===== config.mk =====
export PLATFORM = sky130hd
export DESIGN_NAME = uart_tx_arbiter
export DESIGN_NICKNAME = d
export VERILOG_FILES = /design/src/rtl/uart_pkg.sv /design/src/rtl/rr_pick.sv /design/src/rtl/uart_tx_arbiter.sv
export SDC_FILE = /design/constraint.sdc
export NUM_CORES = 1
export LEC_CHECK = 0
export CAP_MARGIN = 0
export CORE_MARGIN = 2
export CORE_UTILIZATION = 40
export CTS_CLUSTER_DIAMETER = 200
export DETAILED_ROUTE_END_ITERATION = 16
export PLACE_DENSITY = 0.87
export SYNTH_ARGS = -nofsm -noshare
export SYNTH_HDL_FRONTEND = slang
export SYNTH_SLANG_ARGS = --single-unit

===== constraint.sdc =====
create_clock -name clk -period 1.85 [get_ports clk]
set_input_delay 0.37 -clock clk [delete_from_list [all_inputs] [get_ports clk]]
set_output_delay 0.37 -clock clk [all_outputs]
set_load 0.01 [all_outputs]

===== src/rtl/uart_pkg.sv =====
// Shared types and constants for the UART transmit path: the arbiter state
// encoding and the ASCII control characters used by the message sequencers.
package uart_pkg;

    typedef enum logic [1:0] {
        ARB_IDLE,
        ARB_GRANT,
        ARB_RELEASE
    } arb_state_t;

    localparam logic [7:0] CHAR_CR = 8'h0D;
    localparam logic [7:0] CHAR_LF = 8'h0A;

endpackage


===== src/rtl/rr_pick.sv =====
// Round-robin priority encoder: starting just after last_owner and wrapping,
// return the first requester that is asking for the port.
module rr_pick #(
    parameter int NREQ = 4,
    parameter int IW   = $clog2(NREQ)
) (
    input  logic [NREQ-1:0] req,
    input  logic [IW-1:0]   last_owner,
    output logic [IW-1:0]   winner,
    output logic            valid
);

    logic [IW-1:0] w_cand;

    // Walk the candidates from the farthest offset down to the nearest one so
    // that the closest requester after last_owner is the last to overwrite.
    always_comb begin
        winner = '0;
        valid  = 1'b0;
        w_cand = '0;
        for (int off = NREQ; off >= 1; off--) begin
            w_cand = IW'((int'(last_owner) + off) % NREQ);
            if (req[w_cand]) begin
                winner = w_cand;
                valid  = 1'b1;
            end
        end
    end

endmodule


===== src/rtl/uart_tx_arbiter.sv =====
// Shares one UART transmitter among NREQ message sequencers. A requester owns
// the port for a whole message; ownership rotates round-robin and a watchdog
// takes the port back from an owner that stops loading bytes.
module uart_tx_arbiter
    import uart_pkg::*;
#(
    parameter int NREQ    = 4,
    parameter int TIMEOUT = 65535,
    parameter int CW      = 16
) (
    input  logic                    clk,
    input  logic                    rst_n,
    input  logic [NREQ-1:0]         req,
    input  logic [NREQ-1:0]         done,
    input  logic [NREQ-1:0]         ldtxdata_in,
    input  logic [NREQ*8-1:0]       txdata_in,
    input  logic                    txempty,
    output logic [NREQ-1:0]         gnt,
    output logic [NREQ-1:0]         txempty_out,
    output logic [7:0]              txdata,
    output logic                    ldtxdata,
    output logic                    busy,
    output logic [$clog2(NREQ)-1:0] owner,
    output logic                    timeout_err
);

    localparam int IW = $clog2(NREQ);

    arb_state_t      r_state;
    logic [NREQ-1:0] r_gnt;
    logic [IW-1:0]   r_owner;
    logic [IW-1:0]   r_lastOwner;
    logic            r_busy;
    logic            r_timeoutErr;
    logic [CW-1:0]   r_wdog;

    logic [IW-1:0]   w_winner;
    logic            w_valid;
    logic            w_granted;
    logic            w_ownerLd;
    logic            w_expire;
    logic            w_release;

    rr_pick #(
        .NREQ (NREQ),
        .IW   (IW)
    ) u_pick (
        .req        (req),
        .last_owner (r_lastOwner),
        .winner     (w_winner),
        .valid      (w_valid)
    );

    assign w_granted = |r_gnt;
    assign w_ownerLd = ldtxdata_in[r_owner];
    assign w_expire  = (r_wdog == CW'(TIMEOUT - 1)) && !w_ownerLd;
    assign w_release = done[r_owner] || !req[r_owner] || w_expire;

    assign gnt         = r_gnt;
    assign owner       = r_owner;
    assign busy        = r_busy;
    assign timeout_err = r_timeoutErr;

    assign txdata      = w_granted ? txdata_in[{r_owner, 3'b000} +: 8] : 8'h00;
    assign ldtxdata    = w_granted && w_ownerLd;
    assign txempty_out = r_gnt & {NREQ{txempty}};

    // Arbiter FSM: grant in IDLE, watch the owner in GRANT, and in RELEASE hold
    // off the next grant until the last byte has drained from the UART.
    always_ff @(posedge clk or negedge rst_n) begin
        if (!rst_n) begin
            r_state      <= ARB_IDLE;
            r_gnt        <= '0;
            r_owner      <= '0;
            r_lastOwner  <= IW'(NREQ - 1);
            r_busy       <= 1'b0;
            r_timeoutErr <= 1'b0;
            r_wdog       <= '0;
        end else begin
            r_timeoutErr <= 1'b0;
            case (r_state)
                ARB_IDLE: begin
                    if (w_valid) begin
                        r_gnt   <= NREQ'(1) << w_winner;
                        r_owner <= w_winner;
                        r_busy  <= 1'b1;
                        r_wdog  <= '0;
                        r_state <= ARB_GRANT;
                    end
                end
                ARB_GRANT: begin
                    if (w_release) begin
                        r_gnt        <= '0;
                        r_lastOwner  <= r_owner;
                        r_timeoutErr <= w_expire;
                        r_wdog       <= '0;
                        r_state      <= ARB_RELEASE;
                    end else if (w_ownerLd) begin
                        r_wdog <= '0;
                    end else begin
                        r_wdog <= r_wdog + 1'b1;
                    end
                end
                ARB_RELEASE: begin
                    if (txempty) begin
                        r_busy  <= 1'b0;
                        r_state <= ARB_IDLE;
                    end
                end
                default: begin
                    r_state <= ARB_IDLE;
                end
            endcase
        end
    end

endmodule


Word level (Yosys, flattened, before mapping)
Index checks and enable logic that the tools add are counted. W data, S select, Z words.

Bits in registers: 28. Bits of input ports: 47. Output and inout port bits: 21. Logic and storage cells: 81.

Add/sub/neg operators: 5. $lt $le $gt $ge: 5. Equality and inequality tests: 6. Shifts and indexed selects: 2. Muxes and demuxes: 39. Bitwise operators: 1. Reduce and logical (&&, ||, !) cells: 16.

Operator list (number): $mux W16 (3); $pmux W16 S2 (1); $shiftx A32 B6 Y8 (1); $add A16 B1 Y16 const B (1); $eq A16 B16 Y1 const B (1); $lt A2 B3 Y1 const B (5); $mux W1 (15); $bmux W1 S2 (7); $mux W2 (7); $reduce_and A3 Y1 (3); $mux W4 (2); $mux W8 (1); $pmux W4 S2 (1); $pmux W2 S3 (1); $reduce_and A2 Y1 (3); $add A2 B1 Y2 const B (2); $add A2 B2 Y2 const B (2); $and A4 B4 Y4 (1); $ne A2 B2 Y1 const B (2); $reduce_bool A2 Y1 (2); $reduce_or A4 Y1 (1); $shl A1 B2 Y4 const A (1); $eq A2 B1 Y1 const B (1); $eq A2 B2 Y1 const B (1); other kinds (6) (9).

Logic depth before layout (Yosys ltp)
Depth after elaboration: 10. Gate-level depth with buffers: 8.

By module
Synthesis repeated with hierarchy kept, for this count alone.

Cell total of the unflattened synthesis: 206. Area total of the unflattened synthesis: 1941.9 um^2.

Modules (own cells, without submodules): uart_tx_arbiter (instances 1, cells each 192, area each 1850.5 um^2); rr_pick (instances 1, cells each 14, area each 91.3 um^2).

Least setup slack after synthesis
No wires, ideal clock.

Path kind: register to register. From: register r_owner[0] (netlist: owner[0]). To: register r_wdog[5]. Arrival time: 2.015 ns. Slack: -0.241 ns. Cell stages (with the launch flop): 7. Cells stage by stage: dfrtp_1 > mux4_2 > nand2b_4 > or3_1 > buf_2 > or3_1 > o21ai_1.

Cells in the longest elaborated chain, start to end: 7. Elaborated cells between the ends (all ways): 14.

RTL lines: start, declared (line uart_tx_arbiter.sv:31) `logic [IW-1:0] r_owner;`; start signal, assigned (line uart_tx_arbiter.sv:85) `r_owner <= w_winner;`; $bmux W1 S2, on equally long branches (line uart_tx_arbiter.sv:57, uart_tx_arbiter.sv:55); $mux W1, on equally long branches (line uart_tx_arbiter.sv:57, uart_tx_arbiter.sv:55); $logic_not A1 Y1, on equally long branches (line uart_tx_arbiter.sv:57, uart_tx_arbiter.sv:56); $logic_or A1 B1 Y1 or $logic_and A1 B1 Y1 (tied branches) (line uart_tx_arbiter.sv:57, uart_tx_arbiter.sv:56); $logic_or A1 B1 Y1 (line uart_tx_arbiter.sv:57) `assign w_release = done[r_owner] || !req[r_owner] || w_expire;`; $mux W16 (*) (line uart_tx_arbiter.sv:92) `if (w_release) begin`; $pmux W16 S2 (*) (line uart_tx_arbiter.sv:81) `case (r_state)`; end signal, assigned (line uart_tx_arbiter.sv:101) `r_wdog <= r_wdog + 1'b1;`; end, declared (line uart_tx_arbiter.sv:35) `logic [CW-1:0] r_wdog;`.

Every way passes the cells marked *; elsewhere a longest branch is shown, timed or not. The select of a mux whose other input is x is not followed. A chain may end at the register's enable or synchronous reset.

Worst setup path after layout
From: input port req[0]. To: register r_wdog[5].

Cells in the longest elaborated chain, start to end: 8. Elaborated cells between the ends (all ways): 21.

RTL lines: start, declared (line uart_tx_arbiter.sv:13) `input logic [NREQ-1:0] req,`; $bmux W1 S2 (line rr_pick.sv:23) `if (req[w_cand]) begin`; $mux W1 (not written as such) (line rr_pick.sv:23); $mux W1 (4 in series) (line rr_pick.sv:23); $ne A2 B1 Y1 (no source line); $reduce_and A2 Y1 (no source line).

Several ways; a longest one is shown, not always the timed one. The select of a mux whose other input is x is not followed.

==> impl_metrics.yaml <==
layout:
  areaGrowthSynthToFinish_pct: 79.26
  final_util: 0.7520
  final_cell_mix: "clkdlybuf4s50_1, buf_4, dfrtp_1"
  drive_gt1_frac: 0.3762
  layout.nets: 361
  finalNonFillerCells: 363
  final_common_cell: "clkdlybuf4s50_1"
  design_area_mm2: 0.003319
  diodes: 0
timing:
  setup_viol: 33
  finalSetupTns_ps: -8809
  fin_ws_ps: -373.9
  worst_pin_slew_ps: 440.4
  timing.final.crit_share: 1.202
  finalHoldViolCount: 0
  rsz0062_at_grt: "true"
  min_period_ps: 2224
  maxSlewViolCount: 0
  skew_ps: 7.506
  timing.slew.headroom: 0.7042
  fmax_ghz: 0.4497
pwr:
  swShare: 0.3839
  power.leakage_nw: 1.375
  p_clk_frac: 0.096
  power_mw: 4.103
  internal_power_mw: 2.528
  power_switching_mw: 1.575
  ir_drop_v: 0.001122
  power_frac_seq: 0.214
  power.density_mw_per_mm2: 1236
  p_comb_frac: 0.690
die:
  std_cell_rows: 24
  start_util: 0.4195
  dieArea_mm2: 0.005190
  core_area_mm2: 0.004414
  die_h_um: 72.04
  die_x_um: 72.04
  boundaryPins: 68
worst_setup_path:
  path_class: "input pin to register"
  crit_path_start_kind: "input pin"
  endpoint_kind: "register"
  worst-path-max-fanout: 4
  worstPathRequired_ps: 2070
  worstPathArrival_ps: 2440
  r2r_setup_slack_ps: -360
clock_tree:
  htree_levels: 1
  cts_tree: "built"
  insertion_delay_ps: 280
  path_clk_slew_ps: 100
  hold_buffers: 0
  clkSinkCount: 28
  ctsLongestPathBuffers: 2
  cts_root_buf: "clkbuf_8"
  cts-buffers-inserted: 3
global_routing:
  grt_usage: 0.2666
  grt_max_degree: 29
  grt_pass1_wl_um: 10860
  grt_pass1_vias: 2191
  antenna_found_initial: 0
  grt_overflow: 0
synthesis:
  synth_seq_cells: 28
  syn_inst: 194
  syn_area_mm2: 0.001852
  synth_nets: 243
  yosys.area.top_type: "dfrtp_1"
  async_flop_share: 1.000
  synth_seq_area_share: 0.3797
  yosys.area.top_type_share: 0.3514
  ys_top_cells_by_area: "dfrtp_1, mux4_2, nand2_1"
  ys_warn_count: 0
  synth_cell_types: 43
  synth_ff_type: "dfrtp_1"
  synth_edf_count: 0
  syn_area_per_cell_um2: 9.545
placed_design:
  dp.cells: 345
  globalplace.congestion: 0.9509
  placed_cell_area_mm2: 0.002878
  place_hpwl_um: 4280
  port_buffers: 67
drt:
  wire_per_inst_um: 20.17
  via_count: 2173
  drtIter0Drc: 174
  drc_errors: 0
  firstDrtPassIters: 5
  postRouteWirelength_um: 7321
  ant_nets: 0
  viasPerCell: 5.986
outcome:
  violations: "setup timing"
  status: "finished with violations"
worst_hold_path:
  min_path_type: "input pin to asynchronous set/reset pin"
run:
  cap_violations: 0
## registers in the layout (all words and copies together), names as in the netlist
signal / cells
timeout_err: 1
busy: 1
owner: 2
r_wdog: 16
r_lastOwner: 2
gnt: 4
r_state: 2
## metrics by stage
stage	hold WS [ps]	setup slack (ps)
finish	457.6	-373.9
global route	500.0	-412.4
CTS	476.7	-297.7
detailed placement	519.2	-548.8
global placement	492.9	-456.7
floorplan	74.41	-101.7
## area by class of cell
cell class                      count  area (µm²)
Clock buffer                        4       55.05
Fill cell                         270        1095
Timing Repair Buffer              121        1144
Multi-Input combinational cell    150        1318
Tap cell                           52       65.06
Inverter                            8       30.03
Sequential cell                    28       708.2
## metal layers
| metal | GRT usage | share of wire | up-vias |
|---|---|---|---|
| met3 | 0.03333 | 0.062 | 40 |
| met5 | 0 | 0 | - |
| li1 | - | - | 954 |
| met2 | 0.4866 | 0.52 | 124 |
| met4 | 0.08805 | 0.044 | 0 |
| met1 | 0.3253 | 0.37 | 1055 |
## final timing paths
check                               start              to  depth (start not counted)
worst max-delay path               req[0]       r_wdog[5]                          6
worst min-delay path                rst_n       r_wdog[9]                          2
worst max register to register   owner[0]       r_wdog[5]                          7
worst min register to register  r_wdog[1]       r_wdog[1]                          2
max in group asynchronous           rst_n  r_lastOwner[1]                          2
min in group clk                r_wdog[1]       r_wdog[1]                          2
## Yosys cell counts, types with 4 or more instances
cell type  count
o32ai_1        4
clkbuf_1       4
and2_1         4
dfrtp_1       26
nor2b_1        9
mux4_2        10
nand4_1        5
nand2b_1       8
o21ai_0        6
o21ai_1        8
inv_1          8
a31oi_1        7
nand2_1       23
nand3_1        9
a21oi_1       11
nor2_1         9
## power groups by stage
stage	sequential (mW)	combinational (mW)	clock (mW)
floorplan	0.890	1.00	0
global placement	0.920	1.93	0
detailed placement	0.931	1.99	0
CTS	0.863	2.34	0.388
global route	0.893	2.99	0.414
finish	0.879	2.83	0.395
## cells by family after synthesis
| group | share of synthesized area |
|---|---|
| adders and majority gates | 0.01351 |
| xor gates and xnor gates | 0.01892 |
| and+or+nand+nor | 0.2466 |
| DFF | 0.3797 |
| buffers and inverters | 0.03378 |
| AOI/OAI and AO/OA | 0.1514 |
| muxes | 0.1561 |
## critical path, stage by stage
cell and delay, ps:
clkdlybuf4s50_1 600, nand2b_1 110, mux4_2 540, or3_4 420, or3_1 330, o21ai_1 80
## timing repair
item,4_1_cts,5_1_grt
endpoints found under the hold margin,0,0
gates cloned,1,0
buffers inserted,14,0
resized for setup,75,28
pin swaps,9,2
endpoints found under the setup margin,37,35
No activity file was read; power rests on OpenSTA's default activity.
==> RTL edit 1: new RTL, same flow settings <==
Encoding of `arb_state_t`: now one-hot (3 bits for 3 states).
--- a/src/rtl/uart_pkg.sv
+++ b/src/rtl/uart_pkg.sv
@@ -4,6 +4,6 @@
 
-    typedef enum logic [1:0] {
-        ARB_IDLE,
-        ARB_GRANT,
-        ARB_RELEASE
+    typedef enum logic [2:0] {
+        ARB_IDLE    = 3'b001,
+        ARB_GRANT   = 3'b010,
+        ARB_RELEASE = 3'b100
     } arb_state_t;
Behaviour: no difference found for any inputs over 4 cycles, from zero or initial values and one cycle with rst_n low; so few cycles prove little.
==> RTL edit 1 against the original RTL <==
Synthesized area up 1.9%; hold slack better by 0.014 ns; the flow still finishes with violations (negative setup slack); power down 4.4%; wire length down 10%; critical endpoint is now r_wdog[10]$_DFFE_PN0P_; sequential cell count up 1; maximum frequency up 6.1%; count of clock-buffer cells in the layout up 3; worst setup slack better by 0.13 ns; combinational power down 13%; cell area down 8.3%.
==> RTL edit 1: results (changes against the original RTL) <==
[metrics] data arrival time at the worst-slack endpoint: 2.30 ns (-0.14 ns)
[metrics] library cells used by synthesis: 40 (-7.0%)
[metrics] list of most frequent post-synthesis cells: dfrtp_1, nor2b_1, nor2_1
[metrics] slowest stage cell, crit path: mux4_2
[metrics] setup slack of the critical path after layout: -0.247 ns (+0.127 ns)
[metrics] longest individual stage delay on the worst path: 0.50 ns (-0.10 ns)
[metrics] H-tree levels: 2 (+1)
[metrics] Worst-path clk slew: 0.06 ns (-0.04 ns)
[metrics] GRT Overall Usage: 0.246 (-0.0209)
[metrics] violations in the final reports: negative setup slack
[metrics] share of synthesized registers carrying an async set or reset: 1.00 (unchanged)
[metrics] area of the die: 0.00528 sq mm (+1.8%)
[metrics] switching power summed over all nets: 1.55 mW (-1.4%)
[metrics] P_clk: 0.534 mW (+35%)
[metrics] cell area after layout: 0.00304 sq mm (-8.3%)
[metrics] vias in the first global route: 1976 (-9.8%)
[metrics] PortBufs: 67 (unchanged)
[metrics] CP Launch Point: owner[0]$_DFFE_PN0P_
[metrics] #FFs+latches synth: 29 (+3.6%)
[metrics] Routed wire per std cell: 18.8 um (-6.8%)
[metrics] leakage power figure: 1.32 nW (-3.9%)
[metrics] Synthesized Nets: 240 (-1.2%)
[metrics] first-pass GRT wire length: 9.84 mm (-9.4%)
[metrics] critical path capture point: r_wdog[10]$_DFFE_PN0P_
[metrics] power in sequential cells: 0.933 mW (+6.1%)
[metrics] number of multi-input combinational cells in the layout: 152 (+1.3%)
[metrics] Layout clock area frac: 0.0284 (+0.0118)
[metrics] area used by multi-input combinational logic: 0.00122 sq mm (-7.0%)
[metrics] cell area after placement: 0.00281 sq mm (-2.2%)
[metrics] final-report setup violation count: 33 (unchanged)
[metrics] run status: complete, but fails checks
[metrics] fraction of layout instances using a drive strength above 1: 0.300 (-0.0765)
[metrics] half-perimeter wire length after placement: 4.51 mm (+5.3%)
[metrics] Final nets: 346 (-4.2%)
[metrics] post-route worst hold slack: 0.472 ns (+0.0141 ns)
[metrics] largest net degree at the start of global routing: 30 (+3.4%)
[metrics] register cell area after layout: 731 sq um (+3.2%)
[metrics] number of buffers created by CTS: 5 (+2)
[metrics] Final GP Congestion: 0.846 (-11%)
[metrics] detailed-routing iteration count for the pre-antenna-repair pass: 4 (-1)
[metrics] Non-Clock Inverter Count: 6 (-2)
[metrics] DR vias/cell: 5.82 (-2.8%)
[metrics] clock buffer instance count of the final layout: 7 (+3)
[metrics] starting DRC count in detailed routing: 206 (+18%)
[metrics] sequential element share of the synthesized area: 0.387 (+0.00688)
[metrics] number of fill cells in the layout: 317 (+17%)
[metrics] worst supply voltage drop on vdd: 0.708 mV (-37%)
[metrics] top cells by area in the synthesized netlist: dfrtp_1, mux4_2, nor2b_1, dfstp_2, o21ai_0
[metrics] worst clock skew: 0.00136 ns (-0.00615 ns)
[metrics] count of non-CTS buffers in the layout: 103 (-15%)
[metrics] Non-clock buffer share: 0.300 (-0.0444)
[metrics] worst-path maximum fanout: 3 (-1)
[metrics] Slew Limit Headroom: 0.684 (-0.0198)
RTL edit 1: cell count changes after synthesis, sizes merged, moves of 4 or more:
cell	before	now
a21o	1	7
a21oi	11	4
a31oi	7	3
and3	2	6
nand2	23	13
nor2	9	14
nor2b	9	15
o32ai	4	0
RTL edit 1: repair_timing:
item / in CTS / in global routing
pin swaps: 1 / 4
buffers inserted: 8 / 1
gates cloned: 1 / 0
hold buffers: 0 / 0
resized for setup: 72 / 13
endpoints found under the setup margin: 34 / 37
RTL edit 1: kinds of logic (layout without fill, tap and decap cells):
family / count (synthesis) / count (layout) / share of synthesized area
compound gates: 37 / 37 / 0.133
mux: 14 / 14 / 0.143
buf+inv: 10 / 116 / 0.0219
simple gates: 92 / 92 / 0.271
fa+ha+maj: 2 / 2 / 0.0133
xor+xnor: 7 / 7 / 0.0325
flops: 29 / 29 / 0.387
RTL edit 1: metrics by stage:
step	TNS [ns]	setup WS (ns)	cells	total power [mW]
finish	-4.71	-0.247	349	3.92
global route	-6.42	-0.290	349	4.13
CTS	-3.92	-0.205	350	3.82
detailed placement	-13.64	-0.544	334	3.10
global placement	-12.08	-0.437	334	3.03
floorplan	-0.0271	-0.0187	191	2.02
RTL edit 1: worst max-delay path: cells and delay by family (launching register included):
family,cells,cell delay (ns)
mux,1,0.50
buf+inv,2,0.27
simple gates,2,0.55
compound gates,2,0.28
flops,1,0.40
RTL edit 1: per-layer routing:
layer / global-route usage / share of wire / wire [um]
met1: 0.320 / 0.39 / 2580
met2: 0.404 / 0.51 / 3360
met3: 0.0525 / 0.061 / 398
met4: 0.0885 / 0.034 / 223
met5: 0 / 0 / 0
==> RTL edit 2: new RTL, same flow settings <==
Made on the original files. Change the parameter `CW` from 16 to 8.
--- a/src/rtl/uart_tx_arbiter.sv
+++ b/src/rtl/uart_tx_arbiter.sv
@@ -8,3 +8,3 @@
     parameter int TIMEOUT = 65535,
-    parameter int CW      = 16
+    parameter int CW      = 8
 ) (
Check against the original RTL: no difference found for any inputs over 4 cycles, from zero or initial values and one cycle with rst_n low; that may be too few to reach the edited logic, so the function may still have changed.
==> RTL edit 2 against the original RTL <==
The flow still finishes with violations (negative setup slack); register-to-register slack better by 0.21 ns; die area is 23% lower; combinational power is 25% lower; core utilization is 2.6 points lower; power is 26% lower; synthesized area is 24% lower; non-clock buffer count is 24 lower; wire length is 39% lower; sequential cell count is 8 lower; cell area is 26% lower; hold slack worse by 0.064 ns; worst setup slack better by 0.20 ns; critical path depth is 2 lower; final cell count is 24% lower; critical path type is now register to output pin; largest cell class unchanged.
==> RTL edit 2: results (changes against the original RTL) <==
[metrics] leakage power figure: 1.07 nW (-22%)
[metrics] Final GP Congestion: 0.716 (-25%)
[metrics] Biggest register: r_wdog
[metrics] fraction of layout instances using a drive strength above 1: 0.313 (-0.0632)
[metrics] setup slack of the critical path after layout: -0.170 ns (+0.204 ns)
[metrics] number of antenna diodes: 0 (unchanged)
[metrics] first-pass GRT wire length: 7.02 mm (-35%)
[metrics] list of most frequent post-synthesis cells: dfrtp_1, nor2b_1, nand2_1
[metrics] cell area after placement: 0.00231 sq mm (-20%)
[metrics] starting DRC count in detailed routing: 48 (-72%)
[metrics] number of buffers created by CTS: 3 (unchanged)
[metrics] Min-Delay Path Class: input pin to async pin
[metrics] ys flop type: dfrtp_1
[metrics] Routed wire per std cell: 16.3 um (-19%)
[metrics] Worst-path clk slew: 0.11 ns
[metrics] run status: complete, but fails checks
[metrics] slew at the pin closest to its max-slew limit: 0.430 ns (-0.00996 ns)
[metrics] sequential element share of the synthesized area: 0.356 (-0.0233)
[metrics] antenna violations before repair: 0 (unchanged)
[metrics] share of synthesized registers carrying an async set or reset: 1.00 (unchanged)
[metrics] library cells used by synthesis: 40 (-7.0%)
[metrics] violations in the final reports: negative setup slack
[metrics] GRT Overall Usage: 0.221 (-0.0454)
[metrics] Final nets: 280 (-22%)
[metrics] worst supply voltage drop on vdd: 0.538 mV (-52%)
[metrics] Yosys warning count: 0 (unchanged)
[metrics] data arrival time at the worst-slack endpoint: 1.65 ns (-0.79 ns)
[metrics] detailed-routing iteration count for the pre-antenna-repair pass: 4 (-1)
[metrics] max FFs per register: 8 (-8)
[metrics] via count: 1478 (-32%)
[metrics] half-perimeter wire length after placement: 3.44 mm (-20%)
[metrics] largest net degree at the start of global routing: 21 (-28%)
[metrics] insertion delay to the later sink of the worst-skew pair: 0.30 ns (+0.02 ns)
[metrics] PortBufs: 67 (unchanged)
[metrics] largest buffer count on any clock path: 2 (unchanged)
[metrics] switching power summed over all nets: 1.13 mW (-28%)
[metrics] Synthesized Nets: 182 (-25%)
[metrics] top cells by area in the synthesized netlist: dfrtp_1, mux4_2, nor2b_1, dfstp_2, nand2_1
[metrics] final-report setup violation count: 23 (-30%)
[metrics] worst slack after detailed placement: -0.433 ns (+0.116 ns)
[metrics] worst-path maximum fanout: 6 (+2)
[metrics] clk root buf: clkbuf_4
[metrics] H-tree levels: 1 (unchanged)
[metrics] worst clock skew: 0.00523 ns (-0.00228 ns)
==> RTL edit 2: changes by cell type after synthesis, sizes merged, moves of 5 or more <==
cell | unedited run | this run
nor2 | 9 | 4
nand3 | 9 | 3
nand2 | 23 | 15
nor2b | 9 | 15
a21oi | 11 | 2
inv | 8 | 3
a31oi | 7 | 0
nand2b | 9 | 4
dfrtp | 26 | 18
==> RTL edit 2: final timing paths <==
kind,start,slack (ns),cells after the start,to
max,owner[0]$_DFFE_PN0P_,-0.17,4,txdata[5]
min,rst_n,0.39,2,r_wdog[3]$_DFFE_PN0P_
max reg2reg,owner[0]$_DFFE_PN0P_,-0.15,6,r_lastOwner[0]$_DFFE_PN1P_
min reg2reg,busy$_DFFE_PN0P_,0.53,2,busy$_DFFE_PN0P_
max in group asynchronous,rst_n,1.19,2,r_lastOwner[1]$_DFFE_PN1P_
min in group clk,busy$_DFFE_PN0P_,0.53,2,busy$_DFFE_PN0P_
==> RTL edit 2: final cells by class <==
type	count	area, sq um
Multi-Input combinational cell	106	930
Fill cell	251	921
Timing Repair Buffer	97	902
Sequential cell	20	505
Tap cell	46	57.6
Clock buffer	4	36.3
Inverter	3	11.3
==> RTL edit 2: cell families after synthesis <==
logic type,after synthesis,share of synthesized area
AND/OR/NAND/NOR,57,0.232
AO/OA/AOI/OAI,35,0.197
flip-flops,20,0.356
multiplexers,12,0.176
buffers and inverters,7,0.0213
adder cells (fa/ha/maj),2,0.0177
==> RTL edit 2: repair_timing <==
item / 4_1_cts / 5_1_grt
gates cloned: 1 / 0
buffers inserted: 2 / 3
hold buffers: 0 / 0
hold endpoints to repair: 0 / 0
setup endpoints to repair: 28 / 25
pin swaps: 5 / 1
gates resized for setup: 50 / 12
==> RTL edit 2: power groups by stage <==
stage          Sequential, mW  Clock, mW  Combinational, mW
2_1_floorplan           0.701          0              0.929
3_3_place_gp            0.696          0               1.85
3_5_place_dp            0.702          0               1.91
4_1_cts                 0.712      0.258               1.88
5_1_grt                 0.687      0.282               2.26
6_report                0.672      0.249               2.13
==> RTL edit 2: critical path: stages, from the launching register on <==
cell and delay, ns:
dfrtp_2 0.43, buf_12 0.14, mux4_2 0.52, nor2b_4 0.15, buf_6 0.12
==> RTL edit 2: metrics by stage <==
stage	hold slack, ns	TNS, ns	instances
2_1_floorplan	0.0744	0	133
3_3_place_gp	0.486	-7.10	266
3_5_place_dp	0.504	-7.94	266
4_1_cts	0.392	-3.50	273
5_1_grt	0.404	-4.42	276
6_report	0.394	-2.65	276
==> RTL edit 2: routing by layer <==
layer | vias to the layer above | track usage | share of wire
met5 | - | 0 | 0
met4 | 0 | 0.0408 | 0
met3 | 0 | 0.0411 | 0.062
met2 | 60 | 0.378 | 0.51
met1 | 716 | 0.295 | 0.43
li1 | 702 | - | -
